### src/rtl/autocorr_lag_bank_if.sv
// Bundles the autocorrelation engine's control, sample-memory and result signals.
// The engine connects through the slave modport; its controller connects through the master modport.
interface autocorr_lag_bank_if #(
  parameter int DATA_W   = 12,
  parameter int ADDR_W   = 11,
  parameter int NUM_LAGS = 5,
  parameter int LAG_W    = 8,
  parameter int ACC_W    = 36
);
  localparam int IDX_W = (NUM_LAGS > 1) ? $clog2(NUM_LAGS) : 1;

  logic                      start;
  logic [NUM_LAGS*LAG_W-1:0] lag_table;
  logic [ACC_W-1:0]          min_score;
  logic [ADDR_W-1:0]         mem_addr;
  logic [DATA_W-1:0]         mem_data;
  logic                      busy;
  logic                      done;
  logic [IDX_W-1:0]          best_idx;
  logic [ACC_W-1:0]          best_score;
  logic                      pitch_valid;
  logic [IDX_W-1:0]          rd_idx;
  logic [ACC_W-1:0]          rd_score;

  modport master (
    output start, lag_table, min_score, mem_data, rd_idx,
    input  mem_addr, busy, done, best_idx, best_score, pitch_valid, rd_score
  );

  modport slave (
    input  start, lag_table, min_score, mem_data, rd_idx,
    output mem_addr, busy, done, best_idx, best_score, pitch_valid, rd_score
  );
endinterface

### src/rtl/autocorr_lag_bank.sv
// Autocorrelation pitch engine: R(k) = sum x[n]*x[n+lag_k] over a fixed window for each
// programmable lag, read from a 1-cycle synchronous sample memory, plus argmax selection.
module autocorr_lag_bank #(
  parameter int DATA_W   = 12,
  parameter int ADDR_W   = 11,
  parameter int WIN_LEN  = 1861,
  parameter int NUM_LAGS = 5,
  parameter int LAG_W    = 8,
  parameter int ACC_W    = 36
) (
  input logic               clk,
  input logic               rst_n,
  autocorr_lag_bank_if.slave bus
);
  localparam int IDX_W = (NUM_LAGS > 1) ? $clog2(NUM_LAGS) : 1;
  localparam int N_W   = (WIN_LEN > 1) ? $clog2(WIN_LEN) : 1;
  localparam int S_W   = DATA_W + 1;
  localparam int P_W   = 2 * S_W;
  localparam logic [S_W-1:0] MID = S_W'(1) << (DATA_W - 1);

  typedef enum logic [2:0] {IDLE, PHASE_A, PHASE_B, DRAIN, UPDATE} state_t;

  state_t                   state;
  logic [N_W-1:0]           n;
  logic [IDX_W-1:0]         k;
  logic signed [ACC_W-1:0]  acc;
  logic signed [S_W-1:0]    s_a;
  logic [LAG_W-1:0]         lag_q [NUM_LAGS];
  logic signed [ACC_W-1:0]  min_q;
  logic signed [ACC_W-1:0]  score [NUM_LAGS];
  logic signed [ACC_W-1:0]  best_score;
  logic [IDX_W-1:0]         best_idx;
  logic                     busy;
  logic                     done;
  logic                     pitch_valid;

  // Current read data in bipolar form; in PHASE_A/DRAIN it is the partner sample x[n+lag].
  logic signed [S_W-1:0]    s_in;
  logic signed [P_W-1:0]    prod;
  logic signed [ACC_W-1:0]  prod_ext;
  logic signed [ACC_W-1:0]  acc_sum;
  logic                     take_new;
  logic signed [ACC_W-1:0]  next_best;

  assign s_in      = $signed({1'b0, bus.mem_data} - MID);
  assign prod      = P_W'(s_a) * P_W'(s_in);
  assign prod_ext  = {{(ACC_W-P_W){prod[P_W-1]}}, prod};
  assign acc_sum   = acc + prod_ext;
  assign take_new  = (k == '0) || (acc > best_score);
  assign next_best = take_new ? acc : best_score;

  assign bus.mem_addr    = (state == PHASE_B) ? ADDR_W'(n) + ADDR_W'(lag_q[k]) : ADDR_W'(n);
  assign bus.busy        = busy;
  assign bus.done        = done;
  assign bus.best_idx    = best_idx;
  assign bus.best_score  = best_score;
  assign bus.pitch_valid = pitch_valid;
  assign bus.rd_score    = (32'(bus.rd_idx) < 32'(NUM_LAGS)) ? score[bus.rd_idx] : '0;

  always_ff @(posedge clk) begin
    if (!rst_n) begin
      state       <= IDLE;
      n           <= '0;
      k           <= '0;
      acc         <= '0;
      s_a         <= '0;
      busy        <= 1'b0;
      done        <= 1'b0;
      best_score  <= '0;
      best_idx    <= '0;
      pitch_valid <= 1'b0;
      for (int i = 0; i < NUM_LAGS; i++) score[i] <= '0;
    end else if (bus.start) begin
      // A start always wins, so a running computation is dropped without a done pulse.
      for (int i = 0; i < NUM_LAGS; i++) lag_q[i] <= bus.lag_table[i*LAG_W +: LAG_W];
      min_q       <= $signed(bus.min_score);
      state       <= PHASE_A;
      n           <= '0;
      k           <= '0;
      acc         <= '0;
      busy        <= 1'b1;
      done        <= 1'b0;
      best_score  <= '0;
      best_idx    <= '0;
      pitch_valid <= 1'b0;
      for (int i = 0; i < NUM_LAGS; i++) score[i] <= '0;
    end else begin
      done <= 1'b0;
      case (state)
        PHASE_A: begin
          if (n != '0) acc <= acc_sum;
          state <= PHASE_B;
        end
        PHASE_B: begin
          s_a <= s_in;
          if (n == N_W'(WIN_LEN - 1)) begin
            state <= DRAIN;
          end else begin
            n     <= n + N_W'(1);
            state <= PHASE_A;
          end
        end
        DRAIN: begin
          acc   <= acc_sum;
          state <= UPDATE;
        end
        UPDATE: begin
          score[k]   <= acc;
          best_score <= next_best;
          if (take_new) best_idx <= k;
          acc <= '0;
          n   <= '0;
          if (k == IDX_W'(NUM_LAGS - 1)) begin
            state       <= IDLE;
            busy        <= 1'b0;
            done        <= 1'b1;
            pitch_valid <= (next_best > min_q);
          end else begin
            k     <= k + IDX_W'(1);
            state <= PHASE_A;
          end
        end
        default: ;
      endcase
    end
  end
endmodule

### src/flat_wrapper.sv
// flat-port wrapper written by rule: the top's interface ports become plain ports
module autocorr_lag_bank_flat 
#(
  parameter int DATA_W   = 12,
  parameter int ADDR_W   = 11,
  parameter int WIN_LEN  = 1861,
  parameter int NUM_LAGS = 5,
  parameter int LAG_W    = 8,
  parameter int ACC_W    = 36
)
  (clk, rst_n, bus_start, bus_lag_table, bus_min_score, bus_mem_data, bus_rd_idx, bus_mem_addr, bus_busy, bus_done, bus_best_idx, bus_best_score, bus_pitch_valid, bus_rd_score);
  autocorr_lag_bank_if #(.DATA_W(DATA_W), .ADDR_W(ADDR_W), .NUM_LAGS(NUM_LAGS), .LAG_W(LAG_W), .ACC_W(ACC_W)) bus_i ();
  input logic clk;
  input logic rst_n;
  input wire logic [$bits(bus_i.start)-1:0] bus_start;
  input wire logic [$bits(bus_i.lag_table)-1:0] bus_lag_table;
  input wire logic [$bits(bus_i.min_score)-1:0] bus_min_score;
  input wire logic [$bits(bus_i.mem_data)-1:0] bus_mem_data;
  input wire logic [$bits(bus_i.rd_idx)-1:0] bus_rd_idx;
  output wire logic [$bits(bus_i.mem_addr)-1:0] bus_mem_addr;
  output wire logic [$bits(bus_i.busy)-1:0] bus_busy;
  output wire logic [$bits(bus_i.done)-1:0] bus_done;
  output wire logic [$bits(bus_i.best_idx)-1:0] bus_best_idx;
  output wire logic [$bits(bus_i.best_score)-1:0] bus_best_score;
  output wire logic [$bits(bus_i.pitch_valid)-1:0] bus_pitch_valid;
  output wire logic [$bits(bus_i.rd_score)-1:0] bus_rd_score;
  assign bus_i.start = bus_start;
  assign bus_i.lag_table = bus_lag_table;
  assign bus_i.min_score = bus_min_score;
  assign bus_i.mem_data = bus_mem_data;
  assign bus_i.rd_idx = bus_rd_idx;
  assign bus_mem_addr = bus_i.mem_addr;
  assign bus_busy = bus_i.busy;
  assign bus_done = bus_i.done;
  assign bus_best_idx = bus_i.best_idx;
  assign bus_best_score = bus_i.best_score;
  assign bus_pitch_valid = bus_i.pitch_valid;
  assign bus_rd_score = bus_i.rd_score;
  autocorr_lag_bank #(.DATA_W(DATA_W), .ADDR_W(ADDR_W), .WIN_LEN(WIN_LEN), .NUM_LAGS(NUM_LAGS), .LAG_W(LAG_W), .ACC_W(ACC_W)) u_core (.clk(clk), .rst_n(rst_n), .bus(bus_i));
endmodule
### config.mk
export PLATFORM = sky130hd
export DESIGN_NAME = autocorr_lag_bank_flat
export DESIGN_NICKNAME = d
export VERILOG_FILES = /design/src/rtl/autocorr_lag_bank_if.sv /design/src/rtl/autocorr_lag_bank.sv /design/src/flat_wrapper.sv
export SDC_FILE = /design/constraint.sdc
export NUM_CORES = 1
export LEC_CHECK = 0
export CAP_MARGIN = 5
export CORE_MARGIN = 2
export CORE_UTILIZATION = 60
export DETAILED_ROUTE_END_ITERATION = 7
export MAX_ROUTING_LAYER = met4
export PLACE_DENSITY = 0.85
export SETUP_SLACK_MARGIN = 0.5
export SYNTH_ARGS = -nofsm -noshare
export SYNTH_HDL_FRONTEND = slang
export SYNTH_SLANG_ARGS = --single-unit
### constraint.sdc
create_clock -name clk -period 8.4 [get_ports clk]
set_input_delay 1.26 -clock clk [delete_from_list [all_inputs] [get_ports clk]]
set_output_delay 1.26 -clock clk [all_outputs]
set_load 0.02 [all_outputs]
==> results of run 1 <==
-- registers in the layout (all words and copies together) (netlist names), named ones only --
name,flops
u_core.score,180
u_core.k,3
u_core.s_a,12
u_core.lag_q,40
u_core.bus.best_idx,3
u_core.n,11
u_core.bus.best_score,36
u_core.state,3
u_core.bus.busy,1
u_core.bus.pitch_valid,1
u_core.bus.done,1
u_core.acc,36
u_core.min_q,36
-- metal layers --
metal  up-vias  part of all wire, %
met5         -                    0
met4         0                  3.2
met3       154                  8.3
met2       903                   49
met1      9782                   39
li1       8878                    -
-- cell families (layout without fill, tap and decap cells) --
group / after synthesis / in the layout / synth area share [%]
AO/OA/AOI/OAI: 326 / 326 / 7.62
XOR/XNOR: 45 / 45 / 1.46
adder cells (fa/ha/maj): 422 / 422 / 26.2
buffers and inverters: 531 / 711 / 7.45
flip-flops: 366 / 366 / 36.6
multiplexers: 167 / 167 / 6.76
other: 0 / 1 / 0
AND/OR/NAND/NOR: 747 / 747 / 13.8
-- power groups by stage --
stage	Sequential [mW]	Combinational, mW	Clock (mW)
after floorplan	2.05	0.442	0
after global placement	2.05	0.617	0
after detailed placement	2.05	0.646	0
after CTS	2.02	0.649	1.81
after global routing	2.02	0.726	1.87
final	2.02	0.654	1.80
-- path summary, 6_finish.rpt --
| path | end |
|---|---|
| max | u_core.acc[30] |
| min | u_core.bus.best_idx[1] |
| max reg2reg | u_core.acc[30] |
| min reg2reg | u_core.bus.best_idx[1] |
-- layout by cell type, fill, tap and decap left out, drive strengths merged, types with 43 or more instances in the layout --
| master | instances |
|---|---|
| and2 | 239 |
| clkdlybuf4s50 | 180 |
| clkbuf | 58 |
| inv | 423 |
| o21ai | 49 |
| mux2i | 116 |
| a21oi | 121 |
| mux2 | 43 |
| edfxtp | 256 |
| nand2 | 253 |
| dfxtp | 110 |
| nor2 | 104 |
| ha | 182 |
| fa | 240 |
-- critical path, stage by stage --
cell             delay, ps
clkdlybuf4s50_1        540
and2_1                 240
inv_1                  100
fa_1                   560
buf_4                  320
fa_1                   470
inv_1                   80
fa_1                   450
fa_1                   500
fa_1                   490
inv_1                   50
fa_1                   470
inv_1                   40
ha_1                   360
a21oi_1                180
o21bai_1                90
a221o_1                340
a211oi_4               280
o2bb2ai_2              150
a211o_1                270
a211o_1                290
a32o_1                 260
-- area by class of cell --
cell class,instances,area [um2]
timing repair buffer,218,2080
sequential,366,9890
tap,592,741
clock buffer,58,1160
clock inverter,18,181
multi-input combinational,1707,15200
inverter,417,1570
antenna,1,2.50
fill,3085,13500
-- stage by stage --
| step | setup slack (ps) | hold slack, ps | std cells |
|---|---|---|---|
| after global placement | 610 | 445 | 3300 |
| final | 1030 | 465 | 3377 |
| after CTS | 1080 | 469 | 3376 |
| after global routing | 689 | 484 | 3377 |
| after detailed placement | 512 | 461 | 3300 |
| after floorplan | 916 | 468 | 2604 |
==> results.sh, run 1 <==
export IMPL_routed_wl_um=68500
export IMPL_ios=183
export IMPL_maxSlewHeadroom_pct=15.1
export IMPL_cp_max_fo=20
export IMPL_fmax_ghz=0.136
export IMPL_ys_top_cells_by_count="417 x inv_1, 256 x edfxtp_1, 253 x nand2_1, 240 x fa_1, 239 x and2_1"
export IMPL_reg2regPathDepth=21
export IMPL_synth_seq_cells=366
export IMPL_regToRegSetupSlack_ps=1600
export IMPL_synth_top_cell_area_share_pct=28.5
export IMPL_min_path_cells=2
export IMPL_synthesis_area_um2=27000
export IMPL_cap_violations=0
export IMPL_critical_path_class="in2reg"
export IMPL_p_total_mw=4.47
export IMPL_grt_ovfl_total=0
export IMPL_gp_congestion=0.947
export IMPL_top_usage_layer="met2"
export IMPL_start_util_pct=60.9
export IMPL_syn_nets=3120
export IMPL_reg2reg_from="u_core.s_a[11]"
export IMPL_hold_viol=0
export IMPL_clockBufferDepth=3
export IMPL_status="finished clean"
export IMPL_rsz0062_at_grt="false"
export IMPL_post_route_cell_area_um2=30800
export IMPL_finalSetupViolCount=0
export IMPL_required_ps=8850
export IMPL_cts_hold_buf=0
export IMPL_finalClockSkew_ps=24.3
export IMPL_ys_types=67
export IMPL_cts_buffers=41
export IMPL_antenna_found_initial=1
export IMPL_synthTopCellsByArea="edfxtp_1 28%, fa_1 18%, ha_1 8.4%"
export IMPL_placed_area_um2=29400
export IMPL_endpoint_kind="flop"
export IMPL_combPwrFrac_pct=14.6
export IMPL_rows=77
export IMPL_grtUsageMet3_pct=4.88
export IMPL_grt_met1_usage_pct=38.1
export IMPL_grtUsageMet2_pct=51.5
export IMPL_post_cts_buffers=0
export IMPL_post_route_period_util_pct=87.7
export IMPL_synth_most_common_cell="inv_1"
export IMPL_irDropWorstVdd_uv=140
export IMPL_clk_latency_ps=580
export IMPL_p_leak_nw=13.5
export IMPL_dieHeight_um=216
export IMPL_crit_path_start="bus_mem_data[1]"
export IMPL_syn_to_final_growth_pct=14.0
export IMPL_seq_area_frac_synth_pct=36.6
export IMPL_hpwl_um=49800
export IMPL_async_flop_share_pct=0
export IMPL_min_delay_start="u_core.bus.best_idx[1]"
export IMPL_worst_slew_pin_slew_ps=1270
export IMPL_synthCells=2604
export IMPL_fin_crit_ps=7370
export IMPL_wl_per_cell_um=20.3
export IMPL_switchingPower_mw=1.18
export IMPL_swShare_pct=26.3
export IMPL_pwr_share_seq_pct=45.1
export IMPL_drtPass1Iterations=6
export IMPL_io_buffers=182
export IMPL_vias=19717
export IMPL_netlist_top_cell_by_area="edfxtp_1"
export IMPL_h_tree_depth=2
export IMPL_hp_class="reg2reg"
export IMPL_fin_util_pct=69.5
export IMPL_core_area_um2=44300
export IMPL_ant_nets=0
export IMPL_remaining_drc_errors=0
export IMPL_worstPathArrival_ps=7820
export IMPL_cts_tree="done"
export IMPL_clkPwrFrac_pct=40.3
export IMPL_grt_usage_pct=30.6
export IMPL_cts_root_buf="clkbuf_16"
export IMPL_cts_resized=0
export IMPL_slew_viol_final=0
export IMPL_drive_above_1_share_pct=6.43
export IMPL_ys_flop_type="edfxtp_1"
export IMPL_grt_pass1_wl_um=109000
export IMPL_avgSynthCellArea_um2=10.4
export IMPL_die_w_um=216
export IMPL_grt_pass1_vias=20606
export IMPL_path_clk_slew_ps=60
export IMPL_die_area_um2=46700
export IMPL_cts_sinks=366
export IMPL_intPower_mw=3.30
export IMPL_viasPerCell=5.84
export IMPL_synth_edf_count=256
export IMPL_nNetsFinal=3267
export IMPL_critPathLaunchType="primary input"
export IMPL_grt_max_degree=77
export IMPL_tns_ps=0
export IMPL_drt_iter0_markers=1747
export IMPL_yosys_warnings=0
export IMPL_power_density_nw_per_um2=145
Note: power is estimated with default switching activity, not from simulation.
==> run 2: changes to the inputs <==
Settings changed: CORE_UTILIZATION 60 to 54, PLACE_DENSITY 0.85 to 0.77, SETUP_SLACK_MARGIN 0.5 to not set.
Clock period 8.4 ns to 6.5 ns, I/O delays scaled along.
==> run 2 against run 1 <==
  * Cell count is 6.5% higher
  * Clock power rose by 31%
  * Power increased by 33%
  * Final area grew 4.4%
  * Clock skew increased by 2.0 ps
  * Non-clock buffer count increased by 146
  * Via count is 0.62% higher
  * Setup slack got worse by 830 ps
  * Clock-buffer cell count down 2
  * Utilization decreased by 4.1 points
  * Sequential cell count is the same
  * Highest routed layer unchanged
==> results.sh, run 2 (same netlist as run 1, synthesis figures left out) <==
export IMPL_worst_slew_pin_slew_ps=1240
export IMPL_finalNonFillerCells=3597
export IMPL_viasPerCell=5.52
export IMPL_wl_per_cell_um=19.4
export IMPL_critPathBufInv=5
export IMPL_r2r_end="u_core.acc[30]"
export IMPL_start_util_pct=54.9
export IMPL_remaining_drc_errors=0
export IMPL_worstPathCellList="clkdlybuf4s15_1 > buf_4 > nand2_1 > fa_1 > inv_1 > fa_1 > fa_1 > fa_1 > fa_1 > inv_1 > fa_1 > inv_2 > ha_4 > a21oi_2 > o21bai_1 > a221o_1 > a211oi_4 > o2bb2ai_2 > a211o_1 > a211o_1 > a32o_1"
export IMPL_cp_max_fo=6
export IMPL_drtPass1Iterations=5
export IMPL_die_area_um2=51800
export IMPL_switchingPower_mw=1.57
export IMPL_hp_class="reg2reg"
export IMPL_clk_latency_ps=590
export IMPL_reg2regPathDepth=18
export IMPL_h_tree_depth=2
export IMPL_path_delay_family="adder cells"
export IMPL_ios=183
export IMPL_layout_common_cells="414 x inv_1, 256 x edfxtp_1, 250 x nand2_1"
export IMPL_cts_root_buf="clkbuf_16"
export IMPL_grt_ovfl_total=0
export IMPL_power_density_nw_per_um2=184
export IMPL_vias=19840
export IMPL_p_total_mw=5.93
export IMPL_slew_viol_final=0
export IMPL_fmax_ghz=0.159
export IMPL_final_common_cell="inv_1"
export IMPL_cts_tree="done"
export IMPL_drt_iter0_markers=1539
export IMPL_routed_wl_um=69800
export IMPL_hpwl_um=51900
export IMPL_antenna_found_initial=4
export IMPL_min_delay_start="u_core.bus.best_idx[2]"
export IMPL_grt_usage_pct=28.4
export IMPL_required_ps=6960
export IMPL_critical_path_class="in2reg"
export IMPL_post_route_period_util_pct=96.9
export IMPL_placedCellCount=3513
export IMPL_regMostFlops="u_core.score"
export IMPL_syn_to_final_growth_pct=19.1
export IMPL_grt_max_degree=85
export IMPL_path_clk_slew_ps=60
export IMPL_core_area_um2=49200
export IMPL_dieHeight_um=228
export IMPL_io_buffers=182
export IMPL_cap_violations=0
export IMPL_finalClockSkew_ps=26.3
export IMPL_worstPathArrival_ps=6760
export IMPL_endpoint_kind="flop"
export IMPL_drive_above_1_share_pct=11.8
export IMPL_fin_crit_ps=6300
export IMPL_gp_congestion=0.930
export IMPL_min_path_cells=2
export IMPL_nFillCells=3725
export IMPL_cts_sinks=366
export IMPL_ant_nets=0
export IMPL_cts_hold_buf=0
export IMPL_rows=81
export IMPL_irDropWorstVdd_uv=182
export IMPL_swShare_pct=26.6
export IMPL_reg2reg_from="u_core.s_a[4]"
export IMPL_combPwrFrac_pct=16.3
export IMPL_maxSlewHeadroom_pct=17.1
export IMPL_clkPwrFrac_pct=39.7
export IMPL_intPower_mw=4.35
export IMPL_regToRegSetupSlack_ps=240
export IMPL_status="finished clean"
export IMPL_finalSetupViolCount=0
export IMPL_grt_pass1_vias=20816
export IMPL_reg_largest_list="u_core.score (180), u_core.lag_q (40)"
export IMPL_slowest_delay_ps=610
export IMPL_cts_buffers=43
export IMPL_crit_slowest_cell="fa_1"
export IMPL_cp_common_cell="fa_1"
export IMPL_p_leak_nw=14.3
export IMPL_hold_viol=0
export IMPL_hold_path_end="u_core.bus.best_idx[2]"
export IMPL_largest_reg_flops=180
export IMPL_grt_pass1_wl_um=110000
export IMPL_clockBufferDepth=3
export IMPL_pwr_share_seq_pct=44.0
export IMPL_die_w_um=228
export IMPL_nNetsFinal=3415
export IMPL_critPathLaunchType="primary input"
-- run 2: power by group through the flow --
stage / Combinational (mW) / Sequential (mW) / Clock [mW]
after floorplan: 0.585 / 2.64 / 0
after global placement: 0.925 / 2.65 / 0
after detailed placement: 0.955 / 2.65 / 0
after CTS: 0.959 / 2.61 / 2.38
after global routing: 1.08 / 2.61 / 2.46
final: 0.969 / 2.61 / 2.35
-- run 2: metrics by stage --
| stage | setup WS [ps] | cell area (um2) | hold WS (ps) | setup TNS, ps | utilization (%) |
|---|---|---|---|---|---|
| after floorplan | -210 | 27100 | 468 | -210 | - |
| after global routing | -9.43 | 32100 | 495 | -9.43 | 65.4 |
| after CTS | 23.3 | 32000 | 479 | 0 | 65.2 |
| after detailed placement | -692 | 30700 | 470 | -10970 | 62.4 |
| after global placement | -600 | 30700 | 448 | -9300 | 62.4 |
| final | 200 | 32100 | 477 | 0 | 65.4 |
-- run 2: cell type report --
cell class	count	area, um2	share of cell area, %
Timing Repair Buffer	364	3240	10.1
Multi-Input combinational cell	1707	15300	47.5
Antenna cell	1	2.50	0.00778
Inverter	417	1570	4.87
Clock buffer	56	1140	3.56
Sequential cell	366	9890	30.8
Clock inverter	22	218	0.677
Tap cell	664	831	2.58
-- run 2: worst min-delay path, delay by kind of cell (launching register included) --
| kind | cells | cell delay [ps] |
|---|---|---|
| flops | 1 | 310 |
| simple gates | 1 | 50 |
| mux | 1 | 60 |
-- run 2: worst max-delay path by stage --
stage               startpoint        endpoint  cells past startpoint
3_3_place_gp   bus_mem_data[4]  u_core.acc[30]                     21
4_1_cts        bus_mem_data[2]  u_core.acc[30]                     22
2_1_floorplan  bus_mem_data[1]  u_core.acc[30]                     20
6_report       bus_mem_data[7]  u_core.acc[30]                     21
3_5_place_dp   bus_mem_data[4]  u_core.acc[30]                     21
5_1_grt        bus_mem_data[7]  u_core.acc[30]                     21
-- run 2: metal layers --
layer / vias to the layer above / GRT usage, % / share of wire, %
li1: 9163 / - / -
met3: 141 / 4.81 / 7.3
met5: - / - / 0
met2: 709 / 47.3 / 49
met1: 9827 / 35.0 / 40
met4: 0 / 10.3 / 3.5
-- run 2: what timing repair did --
item	CTS	global route
hold endpoints to repair	0	0
cloned	0	1
buffers inserted	0	4
pin swaps	1	16
setup endpoints to repair	7	18
resized for setup	5	29
